--- src/rtl/xo_input_pkg.sv ---
// Shared definitions for the XO board input path: cell count, index width and
// the move-arbiter state encoding (also used by the game FSM and display driver).
package xo_input_pkg;

   localparam int N_CELLS    = 9;
   localparam int CELL_IDX_W = 4;

   typedef enum logic [1:0] {
      IDLE    = 2'd0,
      OFFER   = 2'd1,
      LOCKOUT = 2'd2
   } arb_state_t;

endpackage

--- src/rtl/move_request_arbiter_rr_picker.sv ---
// Round-robin picker: lowest requesting index strictly above `last`, wrapping.
// Rotates the request vector so last+1 sits at bit 0, priority-encodes, rotates back.
module rr_picker #(
   parameter int N_BTN = 9,
   parameter int IDX_W = 4
) (
   input  logic [N_BTN-1:0] req,
   input  logic [IDX_W-1:0] last,
   output logic             any,
   output logic [IDX_W-1:0] idx
);

   localparam logic [IDX_W:0] N_EXT = (IDX_W+1)'(N_BTN);

   logic [IDX_W-1:0]   w_start;
   logic [2*N_BTN-1:0] w_dbl;
   logic [N_BTN-1:0]   w_rot;
   logic [IDX_W-1:0]   w_pos;
   logic               w_found;
   logic [IDX_W:0]     w_sum;

   assign w_start = (last >= IDX_W'(N_BTN-1)) ? '0 : last + IDX_W'(1);
   assign w_dbl   = {req, req};
   assign w_rot   = N_BTN'(w_dbl >> w_start);

   always_comb begin
      w_pos   = '0;
      w_found = 1'b0;
      for (int i = N_BTN-1; i >= 0; i--) begin
         if (w_rot[i]) begin
            w_pos   = IDX_W'(i);
            w_found = 1'b1;
         end
      end
   end

   assign w_sum = {1'b0, w_start} + {1'b0, w_pos};
   assign any   = |req;

   always_comb begin
      idx = '0;
      if (w_found) begin
         if (w_sum >= N_EXT) idx = IDX_W'(w_sum - N_EXT);
         else                idx = w_sum[IDX_W-1:0];
      end
   end

endmodule

--- src/rtl/move_request_arbiter.sv ---
// Collects button press pulses into sticky pending bits and offers one cell at a
// time to the game FSM over valid/ready, with a lockout window after each move.
//
//   state   | meaning
//   --------+----------------------------------------------------------
//   IDLE    | nothing offered; pick a pending cell when enabled
//   OFFER   | move_valid high, move_idx frozen until move_ready
//   LOCKOUT | counting down LOCKOUT_CYCLES after an accepted move
module move_request_arbiter
   import xo_input_pkg::*;
#(
   parameter int N_BTN          = N_CELLS,
   parameter int IDX_W          = CELL_IDX_W,
   parameter int LOCKOUT_CYCLES = 1000,
   parameter int LOCK_W         = 16
) (
   input  logic             clk,
   input  logic             rst,
   input  logic [N_BTN-1:0] press,
   input  logic             enable,
   output logic             move_valid,
   output logic [IDX_W-1:0] move_idx,
   input  logic             move_ready,
   output logic [N_BTN-1:0] pending,
   output logic             busy
);

   arb_state_t       r_state;
   logic [N_BTN-1:0] r_pending;
   logic             r_move_valid;
   logic [IDX_W-1:0] r_move_idx;
   logic             r_busy;
   logic [LOCK_W-1:0] r_cnt;
   logic [IDX_W-1:0] r_last;

   logic             w_hs;
   logic [N_BTN-1:0] w_clr;
   logic [N_BTN-1:0] w_pending_nxt;
   logic             w_pick_any;
   logic [IDX_W-1:0] w_pick_idx;

   rr_picker #(
      .N_BTN (N_BTN),
      .IDX_W (IDX_W)
   ) u_rr_picker (
      .req  (r_pending),
      .last (r_last),
      .any  (w_pick_any),
      .idx  (w_pick_idx)
   );

   // enable low blocks the handshake even if move_ready is high
   assign w_hs  = (r_state == OFFER) && r_move_valid && move_ready && enable;
   assign w_clr = w_hs ? ({{(N_BTN-1){1'b0}}, 1'b1} << r_move_idx) : '0;

   // a press landing on the clearing cycle keeps its bit set
   assign w_pending_nxt = enable ? ((r_pending & ~w_clr) | press) : '0;

   always_ff @(posedge clk or posedge rst) begin
      if (rst) r_pending <= '0;
      else     r_pending <= w_pending_nxt;
   end

   always_ff @(posedge clk or posedge rst) begin
      if (rst) begin
         r_state      <= IDLE;
         r_move_valid <= 1'b0;
         r_move_idx   <= '0;
         r_busy       <= 1'b0;
         r_cnt        <= '0;
         r_last       <= IDX_W'(N_BTN-1);
      end else begin
         case (r_state)
            IDLE: begin
               if (enable && w_pick_any) begin
                  r_move_idx   <= w_pick_idx;
                  r_move_valid <= 1'b1;
                  r_busy       <= 1'b1;
                  r_state      <= OFFER;
               end
            end
            OFFER: begin
               if (!enable) begin
                  r_move_valid <= 1'b0;
                  r_busy       <= 1'b0;
                  r_state      <= IDLE;
               end else if (w_hs) begin
                  r_move_valid <= 1'b0;
                  r_last       <= r_move_idx;
                  r_cnt        <= LOCK_W'(LOCKOUT_CYCLES-1);
                  r_state      <= LOCKOUT;
               end
            end
            LOCKOUT: begin
               if (r_cnt == '0) begin
                  r_busy  <= 1'b0;
                  r_state <= IDLE;
               end else begin
                  r_cnt <= r_cnt - LOCK_W'(1);
               end
            end
            default: begin
               r_move_valid <= 1'b0;
               r_busy       <= 1'b0;
               r_state      <= IDLE;
            end
         endcase
      end
   end

   assign move_valid = r_move_valid;
   assign move_idx   = r_move_idx;
   assign pending    = r_pending;
   assign busy       = r_busy;

endmodule

--- config.mk ---
export PLATFORM = sky130hd
export DESIGN_NAME = move_request_arbiter
export DESIGN_NICKNAME = d
export VERILOG_FILES = /design/src/rtl/xo_input_pkg.sv /design/src/rtl/move_request_arbiter_rr_picker.sv /design/src/rtl/move_request_arbiter.sv
export SDC_FILE = /design/constraint.sdc
export NUM_CORES = 1
export LEC_CHECK = 0
export BUFFER_PORTS_ARGS = -buffer_cell sky130_fd_sc_hd__buf_2
export CORE_AREA = 2 2 92 94
export CTS_BUF_LIST = sky130_fd_sc_hd__clkbuf_8 sky130_fd_sc_hd__clkbuf_16
export CTS_CLUSTER_SIZE = 12
export DETAILED_ROUTE_END_ITERATION = 16
export DIE_AREA = 0 0 94 96
export MAX_ROUTING_LAYER = met4
export PLACE_DENSITY = 0.48
export SLEW_MARGIN = 25
export SYNTH_ARGS = -nofsm -noshare
export SYNTH_HDL_FRONTEND = slang
export SYNTH_SLANG_ARGS = --single-unit
export TNS_END_PERCENT = 5
--- constraint.sdc ---
create_clock -name clk -period 7.1 [get_ports clk]
set_input_delay 0.355 -clock clk [delete_from_list [all_inputs] [get_ports clk]]
set_output_delay 0.355 -clock clk [all_outputs]
set_load 0.005 [all_outputs]
==> results of run 1 <==
[area by class of cell]
type / instances / share of cell area [%]
Timing Repair Buffer: 29 / 4.85
Clock buffer: 5 / 2.22
Inverter: 14 / 1.78
Tap cell: 105 / 4.25
Clock inverter: 3 / 1.42
Multi-Input combinational cell: 240 / 55.5
Sequential cell: 37 / 30.0
[per-stage QoR]
step / total power [mW] / area [um2] / cells / hold WS [ns] / setup WS [ns]
floorplan: 1.36 / 2760 / 302 / 0.483 / 2.48
global placement: 1.59 / 2980 / 425 / 0.499 / 2.13
detailed placement: 1.59 / 2980 / 425 / 0.506 / 1.94
CTS: 1.79 / 3090 / 433 / 0.176 / 1.86
global route: 1.97 / 3090 / 433 / 0.207 / 1.38
finish: 1.78 / 3090 / 433 / 0.151 / 1.87
[per-layer routing]
metal  wire, um  track usage (%)
met4         98             4.47
met1       3370             23.9
met3        212             2.27
met5          0                -
met2       3210             27.0
[cell families after synthesis]
kind of cell / synth area share [%]
flops: 33.6
fa+ha+maj: 4.80
compound gates: 19.8
mux: 8.65
xor+xnor: 6.02
simple gates: 22.9
buf+inv: 4.26
[state kept, by name (all words and copies together) (netlist names)]
| register | count |
|---|---|
| r_cnt | 16 |
| r_last | 4 |
| pending | 9 |
| busy | 1 |
| r_state | 2 |
| move_valid | 1 |
| move_idx | 4 |
[placed cells by master, fill, tap and decap left out, types with 4 or more instances in the layout]
| master | count |
|---|---|
| a21oi_1 | 14 |
| nor3_1 | 11 |
| clkbuf_8 | 5 |
| nor2b_1 | 6 |
| o21ai_0 | 14 |
| xnor2_1 | 15 |
| ha_1 | 9 |
| nand3_1 | 4 |
| buf_2 | 27 |
| a211oi_1 | 6 |
| dfrtp_1 | 36 |
| inv_1 | 10 |
| o21a_1 | 9 |
| nor4_1 | 5 |
| nor2_1 | 30 |
| nand2_1 | 32 |
| mux2_2 | 4 |
| and2_1 | 5 |
| xor2_1 | 4 |
| mux2i_1 | 10 |
[path summary, 6_finish.rpt]
check	from	to	slack, ns	cells after the start
worst max-delay path	r_last[0]	move_idx[1]	1.87	18
worst max register to register	r_last[0]	move_idx[1]	1.87	18
min in group clk	press[3]	pending[3]	0.28	2
worst min-delay path	rst	r_cnt[12]	0.15	3
max in group asynchronous	rst	move_idx[1]	6.59	3
worst min register to register	r_cnt[6]	r_cnt[6]	0.54	2
[synthesized netlist by cell type (all sizes together) (3+ instances only)]
master	number	area, um2
and3	3	18.8
o2111ai	3	32.5
and2	5	31.3
nand2	32	120
xnor2	15	131
nor3b	3	27.5
mux4	4	93.8
o21a	9	67.6
nand2b	3	18.8
a21oi	14	70.1
clkbuf	6	22.5
o21ai	17	85.1
buf	5	40.0
nand3	4	20.0
mux2	4	45.0
dfrtp	36	901
nor3	11	55.1
nor4	5	31.3
mux2i	10	100
inv	14	55.1
a211oi	7	57.6
nor2	33	136
nor2b	7	51.3
ha	9	113
xor2	4	35.0
[power by group through the flow]
| stage | registers (mW) | clock network, mW | logic [mW] |
|---|---|---|---|
| floorplan | 0.339 | 0 | 1.02 |
| global placement | 0.383 | 0 | 1.20 |
| detailed placement | 0.384 | 0 | 1.21 |
| CTS | 0.380 | 0.192 | 1.22 |
| global route | 0.394 | 0.201 | 1.37 |
| finish | 0.380 | 0.189 | 1.21 |
[worst register-to-register path, stage by stage (launching register included)]
cell      delay (ns)
dfrtp_1         0.72
inv_1           0.14
ha_1            0.42
nor2b_4         0.34
inv_4           0.12
mux4_2          0.48
a32oi_1         0.25
o21ai_1         0.12
a221oi_2        0.34
o21bai_1        0.09
a32o_1          0.29
ha_1            0.19
inv_1           0.07
fa_1            0.47
ha_1            0.23
o21ai_0         0.15
nand2_1         0.13
or2_2           0.29
a311oi_1        0.27
==> metrics.md, run 1 <==
| Metric | Value |
|---|---|
| Critical Path RT | 7.28 ns |
| Fin. Hold Viols | 0 |
| Largest net degree at the start of global routing | 38 |
| Post-CTS setup buffers | 0 |
| Routability congestion estimate | between 0.8 and 0.9 |
| Effective utilization at floorplan | between 30% and 40% |
| Post-layout min period | 5.23 ns |
| Top FF cell, synth | dfrtp_1 |
| Ant diodes | 0 |
| Htree depth | 2 |
| Post-synth cell types | 66 |
| Hold_buf cts | 0 |
| Synthesized area per cell | approximately 9.1 um2 |
| Die ar. | roughly 9000 um2 |
| Critical path type | flip-flop to flip-flop |
| Die X | 94 um |
| Post-synth net total | 325 |
| TritonCTS buffer count | 5 |
| Drt initial violations | 86 |
| Post-route DRC | 0 |
| Die height | 96 um |
| Sequential fraction of the synthesis area | 33.6% |
| Crit end category | flip-flop |
| Drt wl/cell | 15.9 um |
| RSZ-0062 raised after global routing | false |
| Proportion of layout cells with a drive suffix above 1 | between 10% and 20% |
| Max Fclk | approximately 190 MHz |
| CP peak stage delay | 0.72 ns |
| # clock sinks | 37 |
| Fillers | 824 |
| Crit path DAT | 5.41 ns |
| Multi-input gate area | 1720 um2 |
| Area Overhead vs Synth | 12.0% |
| Total track usage | between 15 and 20% |
| Async SR Flop Fraction | 100% |
| Final core utilization | 38.4% |
| Routed vias/inst | 5.36 |
| Cells after Synth | 302 |
| First-pass GRT wire length | roughly 12 mm |
| Worst-path clk slew | approximately 0.090 ns |
| Max transition margin | 43.0% |
| Nets | 350 |
| CP delay by family, top | compound AO/OA/AOI/OAI gates |
| Internal power | 0.921 mW |
| Post-Syn Area | 2760 um2 |
| Root buffer cell | clkbuf_8 |
| Synthesis-stage register bit count | 37 |
| Register area | 927 um2 |
| Comb pwr share | 68.0% |
| GRT overflow | 0 |
| Crit path buf inv count | 3 |
| # IOs | 28 |
| CP Max Fanout | 14 |
| CTS resizes | 0 |
| Pre-antenna DRT Iters | 4 |
| Post-synth EDFFs | 0 |
| Post-DP HPWL | 5.16 mm |
| Most used cell, CP | ha_1 |
| Vias in the first global route | 2325 |
| Final setup viols | 0 |
| Switching share of power | around half |
| Psw | 0.857 mW |
| Crit-path slowest cell | dfrtp_1 |
| Initial antenna violation count | 0 |
| DR vias | 2319 |
| Leak pwr | 1.33 nW |
| Cell Pwr Density | 575 nW/um2 |
| CTS Buffer Depth | 2 |
| Total wire length | 6.89 mm |
| Count of input and output buffers | 27 |
| Core area | 8050 um2 |
| Synth Warn # | 0 |
| Worst VDD drop | 0.284 mV |
| Layout Skew | 0.0172 ns |
| # rows | 33 |
| Hold WC Path Type | input port to asynchronous set/reset pin |
| Slew @ Worst Pin | 0.848 ns |
| Fin. max-slew vios | 0 |
| Status | complete, no violations |
| Clock Latency Late Sink | 0.30 ns |
| Max Cap Viol | 0 |
| Crit start category | flip-flop |
| Total negative setup slack | 0 ns |
| Seq pwr share | 21.4% |
| CTS tree | yes |
| Period utilisation layout | 73.7% |
| Clk pwr share | 10.6% |
| ANT nets after route | 0 |
| Critical path, cell by cell | inv_1 -> ha_1 -> nor2b_4 -> inv_4 -> mux4_2 -> a32oi_1 -> o21ai_1 -> a221oi_2 -> o21bai_1 -> a32o_1 -> ha_1 -> inv_1 -> fa_1 -> ha_1 -> o21ai_0 -> nand2_1 -> or2_2 -> a311oi_1 |
(Power assumes the default switching activity.)
==> run 2, diff against run 1 <==
--- a/config.mk
+++ b/config.mk
@@ -12,7 +12,7 @@
 export DETAILED_ROUTE_END_ITERATION = 16
 export DIE_AREA = 0 0 94 96
 export MAX_ROUTING_LAYER = met4
-export PLACE_DENSITY = 0.48
+export PLACE_DENSITY = 0.5
 export SLEW_MARGIN = 25
 export SYNTH_ARGS = -nofsm -noshare
 export SYNTH_HDL_FRONTEND = slang
==> constraint.sdc (replaced) <==
create_clock -name clk -period 4.6 [get_ports clk]
set_input_delay 0.23 -clock clk [delete_from_list [all_inputs] [get_ports clk]]
set_output_delay 0.23 -clock clk [all_outputs]
set_load 0.005 [all_outputs]
==> run 2 against run 1 <==
Clock power rose by 53%. Flip-flop and latch count did not move. Clock-buffer cell count rose by 1. Worst hold slack got worse by 0.12 ns. Worst setup slack got worse by 1.6 ns. Clock skew fell by 0.011 ns. First-iteration DRC count fell by 14%. Total power rose by 67%. Routed wire length fell by 0.83%. Register-to-register slack got worse by 1.6 ns. Cell count rose by 3.2%.
==> metrics.md, run 2 (synthesis gave the netlist of run 1 again) <==
| Metric | Value |
|---|---|
| Layout Skew | 0.00652 ns |
| Core area | around 8100 um2 |
| Clock Latency Late Sink | 0.29 ns |
| Routability congestion estimate | 0.892 |
| Placed Instances | 432 |
| Max transition margin | 34.7% |
| Crit path DAT | 4.55 ns |
| Critical Path RT | 4.79 ns |
| Total wire length | 6.83 mm |
| CP Max Fanout | 13 |
| Critical path type | flip-flop to flip-flop |
| Clk pwr share | 9.8% |
| Crit start category | flip-flop |
| DR vias | 2328 |
| Crit-path slowest cell | fa_1 |
| Nets | about 360 |
| Crit end category | flip-flop |
| Area Overhead vs Synth | 16.9% |
| Proportion of layout cells with a drive suffix above 1 | 23.1% |
| Final Non-Filler Cells | 447 |
| Reg with most FFs | r_cnt |
| Fin. max-slew vios | 0 |
| Final setup viols | 0 |
| Hold WC Path Type | input port to asynchronous set/reset pin |
| Status | complete, no violations |
| # clock sinks | 37 |
| Drt initial violations | between 70 and 80 |
| Die height | 96 um |
| M1 GR Usage | a little under a quarter |
| Period utilisation layout | 94.7% |
| Drt wl/cell | 15.3 um |
| Post-DP HPWL | about 5.1 mm |
| TritonCTS buffer count | 5 |
| Most used cell, CP | ha_1 |
| Max Cap Viol | 0 |
| Max FFs per register | 16 |
| R2r worst-path depth | 19 |
| Worst VDD drop | 0.439 mV |
| Leak pwr | 1.40 nW |
| Post-route DRC | 0 |
| Commonest non-fill, non-tap cell in the layout | dfrtp_1 |
| Worst-path clk slew | approximately 0.080 ns |
| # IOs | 28 |
| Htree depth | 2 |
| Cell Pwr Density | 919 nW/um2 |
| Root buffer cell | clkbuf_8 |
| Post-layout min period | 4.36 ns |
| Busiest grt layer | met2 |
| Most frequent cells in the layout | dfrtp_1, nand2_1, nor2_1 |
| CTS tree | yes |
| ANT nets after route | 0 |
| Largest net degree at the start of global routing | 38 |
| Met3 Usage GRT | under 10% |
| Internal power | 1.60 mW |
| Met2 Usage GRT | roughly a quarter |
| # rows | 33 |
| Vias in the first global route | 2221 |
| Pre-antenna DRT Iters | 4 |
| GRT overflow | 0 |
| Total track usage | 16.7% |
| Fin. Hold Viols | 0 |
| CTS Buffer Depth | 2 |
| Comb pwr share | 71.2% |
| Max Fclk | 229 MHz |
| Psw | 1.37 mW |
| Ant diodes | 0 |
| Total negative setup slack | 0 ns |
| Switching share of power | a little under half |
| Seq pwr share | 19.0% |
| Slew @ Worst Pin | a little under 1 ns |
| Hold_buf cts | 0 |
| Initial antenna violation count | 0 |
| Die X | roughly 94 um |
| Die ar. | 9020 um2 |
| Effective utilization at floorplan | 34.3% |
| Critical path, cell by cell | buf_4 -> ha_1 -> xor2_1 -> nand2b_1 -> buf_4 -> nand2_1 -> o211ai_1 -> o21ai_1 -> a221oi_2 -> o21bai_1 -> a32o_1 -> ha_1 -> inv_1 -> fa_1 -> ha_1 -> o21ai_0 -> nand2_1 -> or2_2 -> a311oi_2 |
| Count of input and output buffers | 27 |
| First-pass GRT wire length | 11.6 mm |
| CP peak stage delay | around 0.47 ns |
| Routed vias/inst | 5.21 |
[run 2: worst paths after layout]
kind                            startpoint     endpoint  slack, ns
worst max-delay path             r_last[0]  move_idx[1]       0.24
worst min-delay path                   rst    r_cnt[14]       0.03
worst max register to register   r_last[0]  move_idx[1]       0.24
worst min register to register    r_cnt[6]     r_cnt[6]       0.53
max in group asynchronous              rst    r_last[3]       4.20
min in group clk                  press[3]   pending[3]       0.16
[run 2: cell type report]
class | instances | area [um2]
Clock buffer | 6 | 82.6
Clock inverter | 2 | 33.8
Fill cell | 844 | 4820
Inverter | 14 | 60.1
Multi-Input combinational cell | 240 | 1740
Sequential cell | 37 | 927
Tap cell | 105 | 131
Timing Repair Buffer | 43 | 255
[run 2: what timing repair did]
action,in CTS,in global routing
setup buffers,0,7
endpoints found under the setup margin,0,3
gates resized for setup,0,5
[run 2: stage by stage]
step | util, % | cell area, um2 | setup WS (ns) | power, mW | hold WS, ns
6_report | 40.1 | 3230 | 0.242 | 2.97 | 0.0321
5_1_grt | 40.1 | 3230 | -0.00498 | 3.25 | 0.0744
4_1_cts | 39.1 | 3150 | 0.0454 | 2.82 | 0.0526
3_5_place_dp | 37.7 | 3030 | 0.0848 | 2.51 | 0.372
3_3_place_gp | 37.7 | 3030 | 0.196 | 2.50 | 0.371
2_1_floorplan | - | 2770 | 0.0335 | 2.09 | 0.361
[run 2: per-layer routing]
| metal | part of all wire [%] | up-vias |
|---|---|---|
| li1 | - | 1165 |
| met1 | 49 | 1110 |
| met2 | 46 | 45 |
| met3 | 3.6 | 8 |
| met4 | 1.3 | 0 |
| met5 | 0 | - |
[run 2: power by group through the flow]
stage	Combinational [mW]	Clock, mW	Sequential, mW
floorplan	1.57	0	0.524
detailed placement	1.94	0	0.573
CTS	1.95	0.299	0.568
finish	2.11	0.290	0.563
global placement	1.93	0	0.572
global route	2.35	0.311	0.582
[run 2: critical path, delay by kind of cell, from the launching register on]
| family | cells | cell delay, ns |
|---|---|---|
| AO/OA/AOI/OAI | 7 | 1.42 |
| adder cells (fa/ha/maj) | 4 | 1.14 |
| AND/OR/NAND/NOR | 4 | 0.68 |
| buffers and inverters | 3 | 0.46 |
| flip-flops | 1 | 0.38 |
| XOR/XNOR | 1 | 0.18 |
